==> src/rtl/srl_fifo_ctrl_pkg.sv <==
// Shared sizing rule for the SRL FIFO controller and its vector shift register.
package srl_fifo_ctrl_pkg;

  function automatic int unsigned srl_addr_bits(input bit srl16);
    return srl16 ? 32'd4 : 32'd5;
  endfunction

endpackage

==> src/rtl/srl_fifo_ctrl_srlvec.sv <==
// Vector shift register: one SRL16E/SRLC32E per data bit, shared CE and read address.
module srlvec
  import srl_fifo_ctrl_pkg::*;
#(
  parameter int unsigned NBITS     = 8,
  parameter string       USE_SRL16 = "TRUE",
  localparam int unsigned ADDR_BITS = srl_addr_bits(USE_SRL16 == "TRUE"),
  localparam int unsigned DEPTH     = 2 ** ADDR_BITS
) (
  input  logic                 clk,
  input  logic                 ce,
  input  logic [ADDR_BITS-1:0] a,
  input  logic [NBITS-1:0]     din,
  output logic [NBITS-1:0]     dout
);

  // No reset on storage so the array maps onto SRL primitives.
  logic [NBITS-1:0] sr [DEPTH];

  always_ff @(posedge clk) begin
    if (ce) begin
      sr[0] <= din;
      for (int unsigned i = 1; i < DEPTH; i++) begin
        sr[i] <= sr[i-1];
      end
    end
  end

  assign dout = sr[a];

endmodule

==> src/rtl/srl_fifo_ctrl.sv <==
// SRL-based synchronous FIFO controller with registered output stage and stream handshakes.
module srl_fifo_ctrl
  import srl_fifo_ctrl_pkg::*;
#(
  parameter int unsigned NBITS     = 8,
  parameter string       USE_SRL16 = "TRUE",
  localparam int unsigned ADDR_BITS = srl_addr_bits(USE_SRL16 == "TRUE"),
  localparam int unsigned DEPTH     = 2 ** ADDR_BITS
) (
  input  logic                 clk,
  input  logic                 rst_n,
  input  logic                 flush,
  input  logic [NBITS-1:0]     s_tdata,
  input  logic                 s_tvalid,
  output logic                 s_tready,
  output logic [NBITS-1:0]     m_tdata,
  output logic                 m_tvalid,
  input  logic                 m_tready,
  output logic [ADDR_BITS:0]   count
);

  localparam int unsigned CW = ADDR_BITS + 1;

  logic [CW-1:0]        srl_cnt;
  logic [CW-1:0]        srl_cnt_next;
  logic [ADDR_BITS-1:0] srl_addr;
  logic [NBITS-1:0]     srl_dout;
  logic                 wr;
  logic                 ld;

  assign wr = s_tvalid & s_tready;
  assign ld = (srl_cnt != '0) & (~m_tvalid | m_tready);

  // Oldest entry sits at srl_cnt-1; the wrapped value at srl_cnt=0 is never loaded.
  assign srl_addr     = ADDR_BITS'(srl_cnt - CW'(1));
  assign srl_cnt_next = srl_cnt + CW'(wr) - CW'(ld);

  srlvec #(
    .NBITS     (NBITS),
    .USE_SRL16 (USE_SRL16)
  ) u_srlvec (
    .clk  (clk),
    .ce   (wr),
    .a    (srl_addr),
    .din  (s_tdata),
    .dout (srl_dout)
  );

  always_ff @(posedge clk or negedge rst_n) begin
    if (!rst_n) begin
      srl_cnt  <= '0;
      m_tvalid <= 1'b0;
      m_tdata  <= '0;
      s_tready <= 1'b1;
    end else if (flush) begin
      srl_cnt  <= '0;
      m_tvalid <= 1'b0;
      s_tready <= 1'b1;
    end else begin
      srl_cnt  <= srl_cnt_next;
      s_tready <= (srl_cnt_next != CW'(DEPTH));
      if (ld) begin
        m_tdata  <= srl_dout;
        m_tvalid <= 1'b1;
      end else if (m_tvalid & m_tready) begin
        // Not loading with m_tready high implies the SRL is empty.
        m_tvalid <= 1'b0;
      end
    end
  end

  assign count = srl_cnt + CW'(m_tvalid);

endmodule
==> config.mk <==
export PLATFORM = sky130hd
export DESIGN_NAME = srl_fifo_ctrl
export DESIGN_NICKNAME = d
export VERILOG_FILES = /design/src/rtl/srl_fifo_ctrl_pkg.sv /design/src/rtl/srl_fifo_ctrl_srlvec.sv /design/src/rtl/srl_fifo_ctrl.sv
export SDC_FILE = /design/constraint.sdc
export NUM_CORES = 1
export LEC_CHECK = 0
export CORE_ASPECT_RATIO = 0.75
export CORE_MARGIN = 5
export CORE_UTILIZATION = 50
export DETAILED_ROUTE_END_ITERATION = 8
export PLACE_DENSITY = 0.7
export SKIP_LAST_GASP = 1
export SYNTH_ARGS = -nofsm -noshare
export SYNTH_HDL_FRONTEND = slang
export SYNTH_SLANG_ARGS = --single-unit
==> constraint.sdc <==
create_clock -name clk -period 15.4 [get_ports clk]
set_input_delay 2.31 -clock clk [delete_from_list [all_inputs] [get_ports clk]]
set_output_delay 2.31 -clock clk [all_outputs]
set_load 0.01 [all_outputs]
* Word level (Yosys, flattened, before mapping) *
Memories as Yosys holds them, arrays and structs flattened. A register that Yosys moved wholly into a read port is not among the register bits.
Cells that the tools add are included.

word-level totals
  memories kept = 1
  input bits = 13
  output and inout port bits = 15
  register bits = 7
  logic and storage cells = 26
  RAM bits = 128

memories
  name         words  width  rd ports  clocked after memory_dff  write ports  RTL line                    RTL
  u_srlvec.sr  16     8      16        1                         16           srl_fifo_ctrl_srlvec.sv:18  logic [NBITS-1:0] sr [DEPTH];

cells by class
  equal/unequal tests = 1
  add/subtract/negate cells = 4
  mux-type cells = 7
  bitwise logic cells = 6
  reductions and logical operators = 4

operators with widths
  operator             number
  $add 5x1->5          2
  $mux 1               6
  $mux 5               1
  $ne 5x5->1 const B   1
  $reduce_bool 5->1    1
  $sub 5x1->5          1
  $sub 4x1->4 const B  1
  $and 1x1->1          3
  $reduce_bool 3->1    1
  $not 1->1            2
  $reduce_and 2->1     1
  $logic_not 1->1      1
  $or 1x1->1           1

* Longest topological paths before layout *
Gate-level depths: netlist of run 1.

  word-level depth = 6
  gate-level depth with buffers = 14
  gate-level depth less buffers = 13

* Modules after synthesis *
A second synthesis of run 1 with hierarchy kept.

second synthesis, totals
  cell total of the unflattened synthesis = 278
  area, all modules = 5786.8 um^2

by module, submodules not included
  module         area an instance (um^2)  cells each  times used  sequential area each (um^2)
  srlvec         4877.2                   198         1           3843.7
  srl_fifo_ctrl  909.6                    80          1           376.6

* Worst setup path before layout of run 1 *
OpenSTA, ideal clock, no wires.

  path kind = in2reg
  from = input port s_tvalid
  to = register s_tready
  path buffers = 0
  path slack = 8.240 ns
  data arrival time = 7.068 ns
  stages = 10
  setup time = 0.092 ns
  required time = 15.308 ns
  cell sequence = and2_1 or2_2 nand2_1 ha_1 fa_1 nor2b_1 o21bai_1 a21oi_1 nor3b_1 nand4_1

between the ends
  longest elaborated chain between the ends = 5

RTL lines
  what                  RTL line             RTL
  start, declared       srl_fifo_ctrl.sv:14  input logic s_tvalid,
  $and 1x1->1           srl_fifo_ctrl.sv:31  assign wr = s_tvalid & s_tready;
  $add 5x1->5           srl_fifo_ctrl.sv:36  assign srl_cnt_next = srl_cnt + CW'(wr) - CW'(ld);
  $sub 5x1->5           srl_fifo_ctrl.sv:36
  $ne 5x5->1            srl_fifo_ctrl.sv:61  s_tready <= (srl_cnt_next != CW'(DEPTH));
  $mux 1                srl_fifo_ctrl.sv:55  end else if (flush) begin
  end signal, assigned  srl_fifo_ctrl.sv:61
  end, declared         srl_fifo_ctrl.sv:15  output logic s_tready,

No other way between the ends.
A chain may end at the register's enable or synchronous reset.

* Worst setup path in the final report of run 1 *
  from = input port s_tvalid
  to = register s_tready

between the ends
  longest elaborated chain between the ends = 5

RTL lines
  what                   RTL line                    RTL
  $and 1x1->1            srl_fifo_ctrl.sv:31
  named net u_srlvec.ce  srl_fifo_ctrl_srlvec.sv:11  input logic ce,
  $add 5x1->5            srl_fifo_ctrl.sv:36
  $sub 5x1->5            srl_fifo_ctrl.sv:36
  $ne 5x5->1             srl_fifo_ctrl.sv:61
  $mux 1                 srl_fifo_ctrl.sv:55

The timed path passes the listed nets, and every way through them passes these cells.

==> results of run 1 <==
[final cells by class]
| type | count | area [µm²] | area share |
|---|---|---|---|
| Clock buffer | 21 | 460 | 0.0680 |
| Clock inverter | 11 | 139 | 0.0205 |
| Inverter | 5 | 18.8 | 0.00277 |
| Multi-Input combinational cell | 210 | 1460 | 0.215 |
| Sequential cell | 143 | 4220 | 0.623 |
| Tap cell | 144 | 180 | 0.0266 |
| Timing Repair Buffer | 31 | 300 | 0.0443 |
[sequential cells by signal, summed over array words and instances, names as in the netlist]
signal and count:
m_tdata 8, m_tvalid 1, s_tready 1, u_srlvec.sr 128, srl_cnt 5
[through the flow]
| step | cell area [µm²] | cells | total power, W |
|---|---|---|---|
| floorplan | 5760 | 371 | 0.000935 |
| global placement | 6180 | 533 | 0.00107 |
| detailed placement | 6180 | 533 | 0.00108 |
| CTS | 6780 | 565 | 0.00149 |
| global route | 6780 | 565 | 0.00157 |
| finish | 6780 | 565 | 0.00148 |
[per-layer routing]
layer | wire length, µm | vias to the layer above
met5 | 0 | -
met4 | 65 | 0
met3 | 694 | 6
met2 | 4820 | 94
met1 | 5080 | 1545
li1 | - | 1490
[logic make-up after synthesis]
family                   count (synthesis)  synth area share
AO/OA/AOI/OAI                           34            0.0467
flip-flops                             143             0.733
AND/OR/NAND/NOR                        116            0.0895
XOR/XNOR                                 9            0.0163
multiplexers                            38            0.0704
adder cells (fa/ha/maj)                 13            0.0296
buffers and inverters                   18            0.0143
[worst max-delay path, stage by stage]
cell	delay (ns)
clkdlybuf4s50_1	0.46
and2_4	0.44
or2_2	0.24
nand2_1	0.06
ha_1	0.21
fa_1	0.40
nor2b_1	0.14
o21bai_1	0.18
a21oi_1	0.10
nor3b_1	0.28
nand4_1	0.14
[placed cells by master (no fill, tap or decap), types with 3 or more instances in the layout]
cell,instances
edfxtp_1,128
nand2_1,64
mux2i_1,36
clkdlybuf4s50_1,27
nand3_1,17
clkbuf_16,17
a32oi_1,15
a22oi_1,15
dfrtp_1,14
nor2_1,13
ha_1,12
nand4_1,9
nor2b_1,6
inv_1,5
xnor2_1,4
clkinv_2,4
buf_4,4
xor2_1,3
bufinv_16,3
[power by group through the flow]
stage                     Combinational, W  Sequential, W  Clock [W]
after floorplan                   0.000348       0.000587          0
after global placement            0.000474       0.000594          0
after detailed placement          0.000479       0.000599          0
after CTS                         0.000482       0.000594   0.000418
after global routing              0.000532       0.000603   0.000437
final                             0.000480       0.000593   0.000410
[worst paths after layout]
path | from | to | cells after the start
max in group asynchronous | rst_n | m_tdata[2]$_DFFE_PN0P_ | 1
max reg2reg | srl_cnt[0]$_DFF_PN0_ | s_tready$_DFF_PN1_ | 13
min | u_srlvec.sr[7][1]$_DFFE_PP_ | u_srlvec.sr[8][1]$_DFFE_PP_ | 0
min in group asynchronous | rst_n | srl_cnt[3]$_DFF_PN0_ | 1
max | s_tvalid | s_tready$_DFF_PN1_ | 11
min reg2reg | u_srlvec.sr[7][1]$_DFFE_PP_ | u_srlvec.sr[8][1]$_DFFE_PP_ | 0
==> out/results.ini, run 1 <==
[pwr]
cellPowerDensity_nw_per_um2=219
p_comb_frac=0.324
p_leak_nw=2.50
switchingPower_w=0.000491
switching_share=0.331
seqPwrFrac=0.400
p_int_w=0.000993
clkPwrFrac=0.277
vdd_drop_max_mv=0.0974

[synth]
synth_nets=397
synth_top_area_share=0.668
synth.top_cells.by_count=edfxtp_1, nand2_1, mux2i_1
ys_ff_latch=143
synth_ff_type=edfxtp_1
avgSynthCellArea_um2=15.5
synthesis.instances=371
synth_area_leaders=edfxtp_1, mux2i_1, dfrtp_1
yosysSeqAreaShare=0.733
ys.warnings.count=0
synth.largest_area_cell=edfxtp_1
synth-edff-count=128
syn_area_um2=5760
synthArstFlopShare=0.105
yosysUniqueCellTypes=32
synthMostInstantiatedCell=edfxtp_1

[final_layout]
drive_gt1_frac=0.0950
areaGrowthSynthToFinish_pct=17.7
nets=434
final_util=0.592
fill_cells=874
antenna_cells=0

[timing]
slew_viol_final=0
skew_ns=0.00915
setup-tns-final_ns=0
finalHoldViolations=0
tightest_slew_ns=1.15
fmax_mhz=215
holdWs_ns=0.446
fin_ws_ns=10.76
rsz0062_at_grt=no
period_needed_ns=4.64
slew_headroom=0.236
post-route-period-util=0.301
setup_violations=0

[clock_tree]
path_clk_slew_ns=0.06
cts_buffers=17
clock_sinks=143
root_buffer=clkbuf_16
h-tree-depth=4
postCtsSetupBuffers=0
clock_latency_ns=0.41
cts_buffer_depth=2
ctsResizeCount=0
cts_tree=yes
cts.hold.buffers_added=0

[critical_path]
ff2ff_setup_slack_ns=12.30
crit_path_start_kind=input pin
critPathKind=in -> reg
cp_max_fo=37
arrival_ns=4.95
required_ns=15.71
cp-end-kind=register

[placement]
dp_hpwl_um=6560
io_buffers=27
dpl_worst_slack_ns=10.35
place.gp.congestion=0.772

[floorplanning]
die_area_um2=13800
die_w_um=134
dieHeight_um=103
io_pins=28
num_rows=34
start_util=0.503
core_um2=11400

[drt]
drt-pass1-iter-count=5
post_drt_wl_per_cell_um=18.9
drc_errors=0
wl_um=10700
vias_per_cell=5.55
via_count=3135
drtIter0Drc=325
ant_nets=0

[hold_path]
hp-class=reg -> reg

[job]
max_cap_violations=0

[run_status]
status=finished, final reports clean

[grt]
overflow=0
met1_usage=0.242
grt_max_degree=95
busiest_layer=met1
met3_usage=0.0493
grt_pass1_vias=3066
use_met2=0.234
antenna_found_initial=0
grtUsageTotal=0.162
grt_pass1_wl_um=17000

No activity file was read; power rests on OpenSTA's default activity.
==> run 2, diff against run 1 <==
- clock period: 15.4 -> 4.5 ns (I/O delays scaled with it)
==> out/results.ini, run 2 (synthesis results as in run 1) <==
[placement]
io_buffers=27  ; unchanged
postPlaceCellArea_um2=6180  ; unchanged
dp_hpwl_um=6570  ; +0.14%
place.gp.congestion=0.795  ; +3.0%

[floorplanning]
num_rows=34  ; unchanged
start_util=0.503  ; unchanged
dieHeight_um=103  ; unchanged
core_um2=11400  ; unchanged
die_area_um2=13800  ; unchanged
die_w_um=134  ; unchanged
io_pins=28  ; unchanged

[timing]
rsz0062_at_grt=no
setup_violations=0  ; unchanged
fmax_mhz=313
post-route-period-util=0.710
finalHoldViolations=0  ; unchanged
setup-tns-final_ns=0  ; unchanged
slew_viol_final=0  ; unchanged
tightest_slew_ns=0.860  ; -0.286 ns
skew_ns=0.00516  ; -0.00399 ns
period_needed_ns=3.20
slew_headroom=0.427  ; +0.190

[pwr]
cellPowerDensity_nw_per_um2=749  ; +240%
p_leak_nw=2.50  ; -0.23%
vdd_drop_max_mv=0.422  ; +330%
power.total_w=0.00506  ; +240%

[clock_tree]
path_clk_slew_ns=0.06  ; about the same
cts.hold.buffers_added=0  ; unchanged
cts_buffers=17  ; unchanged
root_buffer=clkbuf_16
cts_buffer_depth=2  ; unchanged
ctsResizeCount=0  ; unchanged
postCtsSetupBuffers=0  ; unchanged
cts_tree=yes
clock_latency_ns=0.41  ; about the same
clock_sinks=143  ; unchanged
h-tree-depth=4  ; unchanged

[hold_path]
worstHoldPathCells=0  ; unchanged
hp-class=reg -> reg

[grt]
antenna_found_initial=0  ; unchanged
grt_pass1_wl_um=16900  ; -0.20%
grt_pass1_vias=3107  ; +1.3%
grtUsageTotal=0.163  ; +0.000791
grt_max_degree=72  ; -24%
overflow=0  ; unchanged

[drt]
drc_errors=0  ; unchanged
post_drt_wl_per_cell_um=18.9  ; +0.18%
wl_um=10700  ; +0.18%
via_count=3124  ; -0.35%
ant_nets=0  ; unchanged
drt-pass1-iter-count=5  ; unchanged
vias_per_cell=5.53  ; -0.35%
drtIter0Drc=255  ; -22%

[final_layout]
mostFrequentLayoutCells=edfxtp_1, nand2_1, mux2i_1
largest_reg_flops=128  ; unchanged
final_area_um2=6760  ; -0.30%
largestRegisters=u_srlvec.sr: 128 flops, m_tdata: 8 flops, srl_cnt: 5 flops
final_common_cell=edfxtp_1
areaGrowthSynthToFinish_pct=17.3
antenna_cells=0  ; unchanged
largest-register=u_srlvec.sr
drive_gt1_frac=0.0998  ; +0.00475
nets=434  ; unchanged
fill_cells=883  ; +1.0%

[critical_path]
arrival_ns=3.52  ; -1.43 ns
required_ns=4.82  ; -10.89 ns
cp_max_fo=60  ; +62%
cp-end-kind=register
critPathKind=in -> reg
crit_path_start_kind=input pin
reg2regPathDepth=10  ; -3

[run_status]
status=finished, final reports clean

[job]
max_cap_violations=0  ; unchanged

==> run 2: cell count changes in the layout (fill, tap and decap cells not counted) <==
| cell | previous run | this run |
|---|---|---|
| clkinv_2 | 4 | 9 |
| clkbuf_1 | 2 | 1 |
| clkbuf_8 | 2 | 0 |
| clkinv_4 | 2 | 0 |
| clkinv_1 | 1 | 0 |
| clkinvlp_4 | 1 | 2 |
==> run 2: final timing paths <==
check / start / to / slack, ns
hold reg to reg: u_srlvec.sr[11][1]$_DFFE_PP_ / u_srlvec.sr[12][1]$_DFFE_PP_ / 0.44
min in group asynchronous: rst_n / srl_cnt[1]$_DFF_PN0_ / 0.72
hold / removal: u_srlvec.sr[11][1]$_DFFE_PP_ / u_srlvec.sr[12][1]$_DFFE_PP_ / 0.44
max in group asynchronous: rst_n / m_tdata[0]$_DFFE_PN0P_ / 3.29
setup reg to reg: s_tready$_DFF_PN1_ / s_tready$_DFF_PN1_ / 1.49
setup / recovery: s_tvalid / s_tready$_DFF_PN1_ / 1.30
==> run 2: area by class of cell <==
type                    count  area (µm²)  share of cell area
well taps                 144         180              0.0267
clock inverters            14         150              0.0222
flip-flops and latches    143        4220               0.625
clock buffers              18         429              0.0635
multi-input cells         210        1460               0.216
repair buffers             31         300              0.0445
inverters                   5        18.8             0.00278
==> run 2: report_power, final <==
| group | switching (W) | internal (W) |
|---|---|---|
| clock | 0.000515 | 0.000860 |
| sequential | 0.000185 | 0.00184 |
| combinational | 0.00100 | 0.000662 |
==> run 2: metal layers <==
metal,global-route usage,up-vias,routed length (µm)
li1,-,1485,-
met5,0,-,0
met1,0.240,1531,5330
met2,0.226,92,4590
met4,0.0751,0,190
met3,0.0468,16,564
==> run 2: worst max-delay path, cell delays in order <==
cell and delay [ns]:
clkdlybuf4s50_1 0.46, and2_4 0.63, or2_2 0.27, nand2_1 0.06
ha_1 0.20, fa_1 0.40, nor2b_1 0.15, o21bai_1 0.17
a21oi_1 0.10, nor3b_1 0.25, nand4_1 0.13
==> run 2: metrics by stage <==
stage,std cells,util,hold slack [ns],setup slack [ns]
after floorplan,371,-,0.379,0.446
after global placement,533,0.540,0.427,0.978
after detailed placement,533,0.540,0.432,0.829
after CTS,565,0.590,0.444,1.28
after global routing,565,0.590,0.451,1.12
final,565,0.590,0.445,1.30
==> run 3, diff against run 2 <==
- PLACE_DENSITY: 0.7 -> 0.73
- clock period: 4.5 -> 2.56 ns (I/O delays scaled with it)
==> out/results.ini, run 3 (synthesis results as in run 1) <==
[pwr]
switching_share=0.323  ; -0.0128
p_leak_nw=2.62  ; +4.7%
clkPwrFrac=0.269  ; -0.003
power.total_w=0.00919  ; +81%
switchingPower_w=0.00297  ; +75%
p_int_w=0.00622  ; +85%
vdd_drop_max_mv=0.675  ; +60%
p_comb_frac=0.348  ; +0.020
seqPwrFrac=0.383  ; -0.017
cellPowerDensity_nw_per_um2=1320  ; +77%

[placement]
dp_hpwl_um=6730  ; +2.5%
dp_cells=548  ; +2.8%
io_buffers=27  ; unchanged
place.gp.congestion=0.791  ; -0.48%
dpl_worst_slack_ns=-0.101  ; -0.930 ns

[final_layout]
fill_cells=827  ; -6.3%
largest-register=u_srlvec.sr
antenna_cells=0  ; unchanged
largest_reg_flops=128  ; unchanged
final_common_cell=edfxtp_1
areaGrowthSynthToFinish_pct=20.5
drive_gt1_frac=0.130  ; +0.0301
instances_no_fill=583  ; +3.2%
nets=454  ; +4.6%
mostFrequentLayoutCells=edfxtp_1, nand2_1, mux2i_1
multiInputGateArea_um2=1470  ; +0.86%
largestRegisters=u_srlvec.sr: 128 flops, m_tdata: 8 flops, srl_cnt: 5 flops
seqCellArea_um2=4220  ; unchanged

[grt]
overflow=0  ; unchanged
grt_pass1_vias=3176  ; +2.2%
grt_pass1_wl_um=17500  ; +3.3%
grtUsageTotal=0.169  ; +0.00569
grt_max_degree=87  ; +21%
antenna_found_initial=0  ; unchanged

[critical_path]
cp_max_fo=4  ; -93%
crit_path_start_kind=register
cp_cell_sequence=inv_1 -> ha_1 -> nand3b_1 -> nand2_1 -> or2_4 -> nand2_1 -> ha_2 -> fa_2 -> nor2b_1 -> o21bai_1 -> a21oi_1 -> nor3b_2 -> nand4_1
slowest_stage=dfrtp_1
required_ns=2.88  ; -1.94 ns
max_stage_delay_ns=0.37  ; -0.26 ns
critPathKind=reg -> reg
crit_family=simple AND/OR/NAND/NOR gates
cp-end-kind=register
arrival_ns=2.75  ; -0.77 ns
critPathBufInv=1  ; unchanged
path_common_cell=nand2_1

[drt]
drt-pass1-iter-count=5  ; unchanged
via_count=3247  ; +3.9%
vias_per_cell=5.57  ; +0.73%
post_drt_wl_per_cell_um=18.5  ; -1.9%
routed.top_layer=met4
ant_nets=0  ; unchanged
wl_met2_um=4760  ; +3.7%
drtIter0Drc=288  ; +13%
wl_um=10800  ; +1.2%
drc_errors=0  ; unchanged
met3_length_um=750  ; +33%
wl_met1_um=5200  ; -2.5%

[hold_path]
hp-class=in -> async

[clock_tree]
h-tree-depth=4  ; unchanged
root_buffer=clkbuf_16
cts_tree=yes
cts_buffer_depth=2  ; unchanged
path_clk_slew_ns=0.06  ; about the same
cts_buffers=17  ; unchanged
clock_latency_ns=0.41  ; about the same
cts.hold.buffers_added=0  ; unchanged
clock_sinks=143  ; unchanged

[job]
max_cap_violations=0  ; unchanged

[run_status]
status=finished, final reports clean

[floorplanning]
start_util=0.503  ; unchanged
dieHeight_um=103  ; unchanged
die_area_um2=13800  ; unchanged
num_rows=34  ; unchanged
core_um2=11400  ; unchanged
die_w_um=134  ; unchanged
io_pins=28  ; unchanged

[timing]
period_needed_ns=2.43
holdWs_ns=0.431  ; -0.0138 ns
slew_viol_final=0  ; unchanged
setup_violations=0  ; unchanged
rsz0062_at_grt=yes
tightest_slew_ns=1.07  ; +0.213 ns
fmax_mhz=412
finalHoldViolations=0  ; unchanged
slew_headroom=0.285  ; -0.142
skew_ns=0.00611  ; +0.000950 ns
post-route-period-util=0.949
fin_ws_ns=0.131  ; -1.17 ns

[run 3: changes by cell type in the layout (fill, tap and decap cells not counted), moves of 2 or more]
cell | before | now
dlymetal6s2s_1 | 0 | 2
clkinv_2 | 9 | 0
buf_4 | 4 | 23
clkdlybuf4s50_1 | 27 | 25
clkinv_1 | 0 | 4
clkbuf_1 | 1 | 4
[run 3: path summary, 6_finish.rpt]
kind / startpoint / to / slack [ns] / depth (start not counted)
min in group clk: u_srlvec.sr[13][5]$_DFFE_PP_ / u_srlvec.sr[14][5]$_DFFE_PP_ / 0.44 / 0
max: srl_cnt[2]$_DFF_PN0_ / s_tready$_DFF_PN1_ / 0.13 / 13
max reg2reg: srl_cnt[2]$_DFF_PN0_ / s_tready$_DFF_PN1_ / 0.13 / 13
max in group asynchronous: rst_n / m_tdata[2]$_DFFE_PN0P_ / 1.63 / 1
min reg2reg: u_srlvec.sr[13][5]$_DFFE_PP_ / u_srlvec.sr[14][5]$_DFFE_PP_ / 0.44 / 0
min: rst_n / m_tvalid$_DFFE_PN0P_ / 0.43 / 1
[run 3: layout make-up]
cell class / instances / share of cell area
flip-flops and latches: 143 / 0.608
clock buffers: 21 / 0.0635
multi-input cells: 210 / 0.212
well taps: 144 / 0.0260
repair buffers: 51 / 0.0674
inverters: 5 / 0.00270
clock inverters: 9 / 0.0206
[run 3: power groups by stage]
stage               Combinational (W)  Clock (W)  Sequential, W
floorplan                     0.00211          0        0.00350
CTS                           0.00316    0.00251        0.00352
global route                  0.00354    0.00263        0.00358
finish                        0.00320    0.00247        0.00352
detailed placement            0.00313          0        0.00355
global placement              0.00308          0        0.00352
[run 3: per-stage QoR]
stage	area, µm²	utilization	setup TNS (ns)
5_1_grt	6940	0.606	-0.0485
4_1_cts	6900	0.603	0
2_1_floorplan	5770	-	-1.53
3_5_place_dp	6310	0.551	-0.101
3_3_place_gp	6310	0.551	0
6_report	6940	0.606	0
[run 3: layer usage]
layer  vias up  GRT usage
met5         -          0
met4         0     0.0577
met3         7     0.0576
met2       110      0.241
met1      1609      0.244
li1       1521          -
[run 3: repair_timing]
action / in CTS / in global routing
pin swaps: 0 / 3
setup buffers: 0 / 5
endpoints found under the setup margin: 1 / 3
resized for setup: 1 / 3
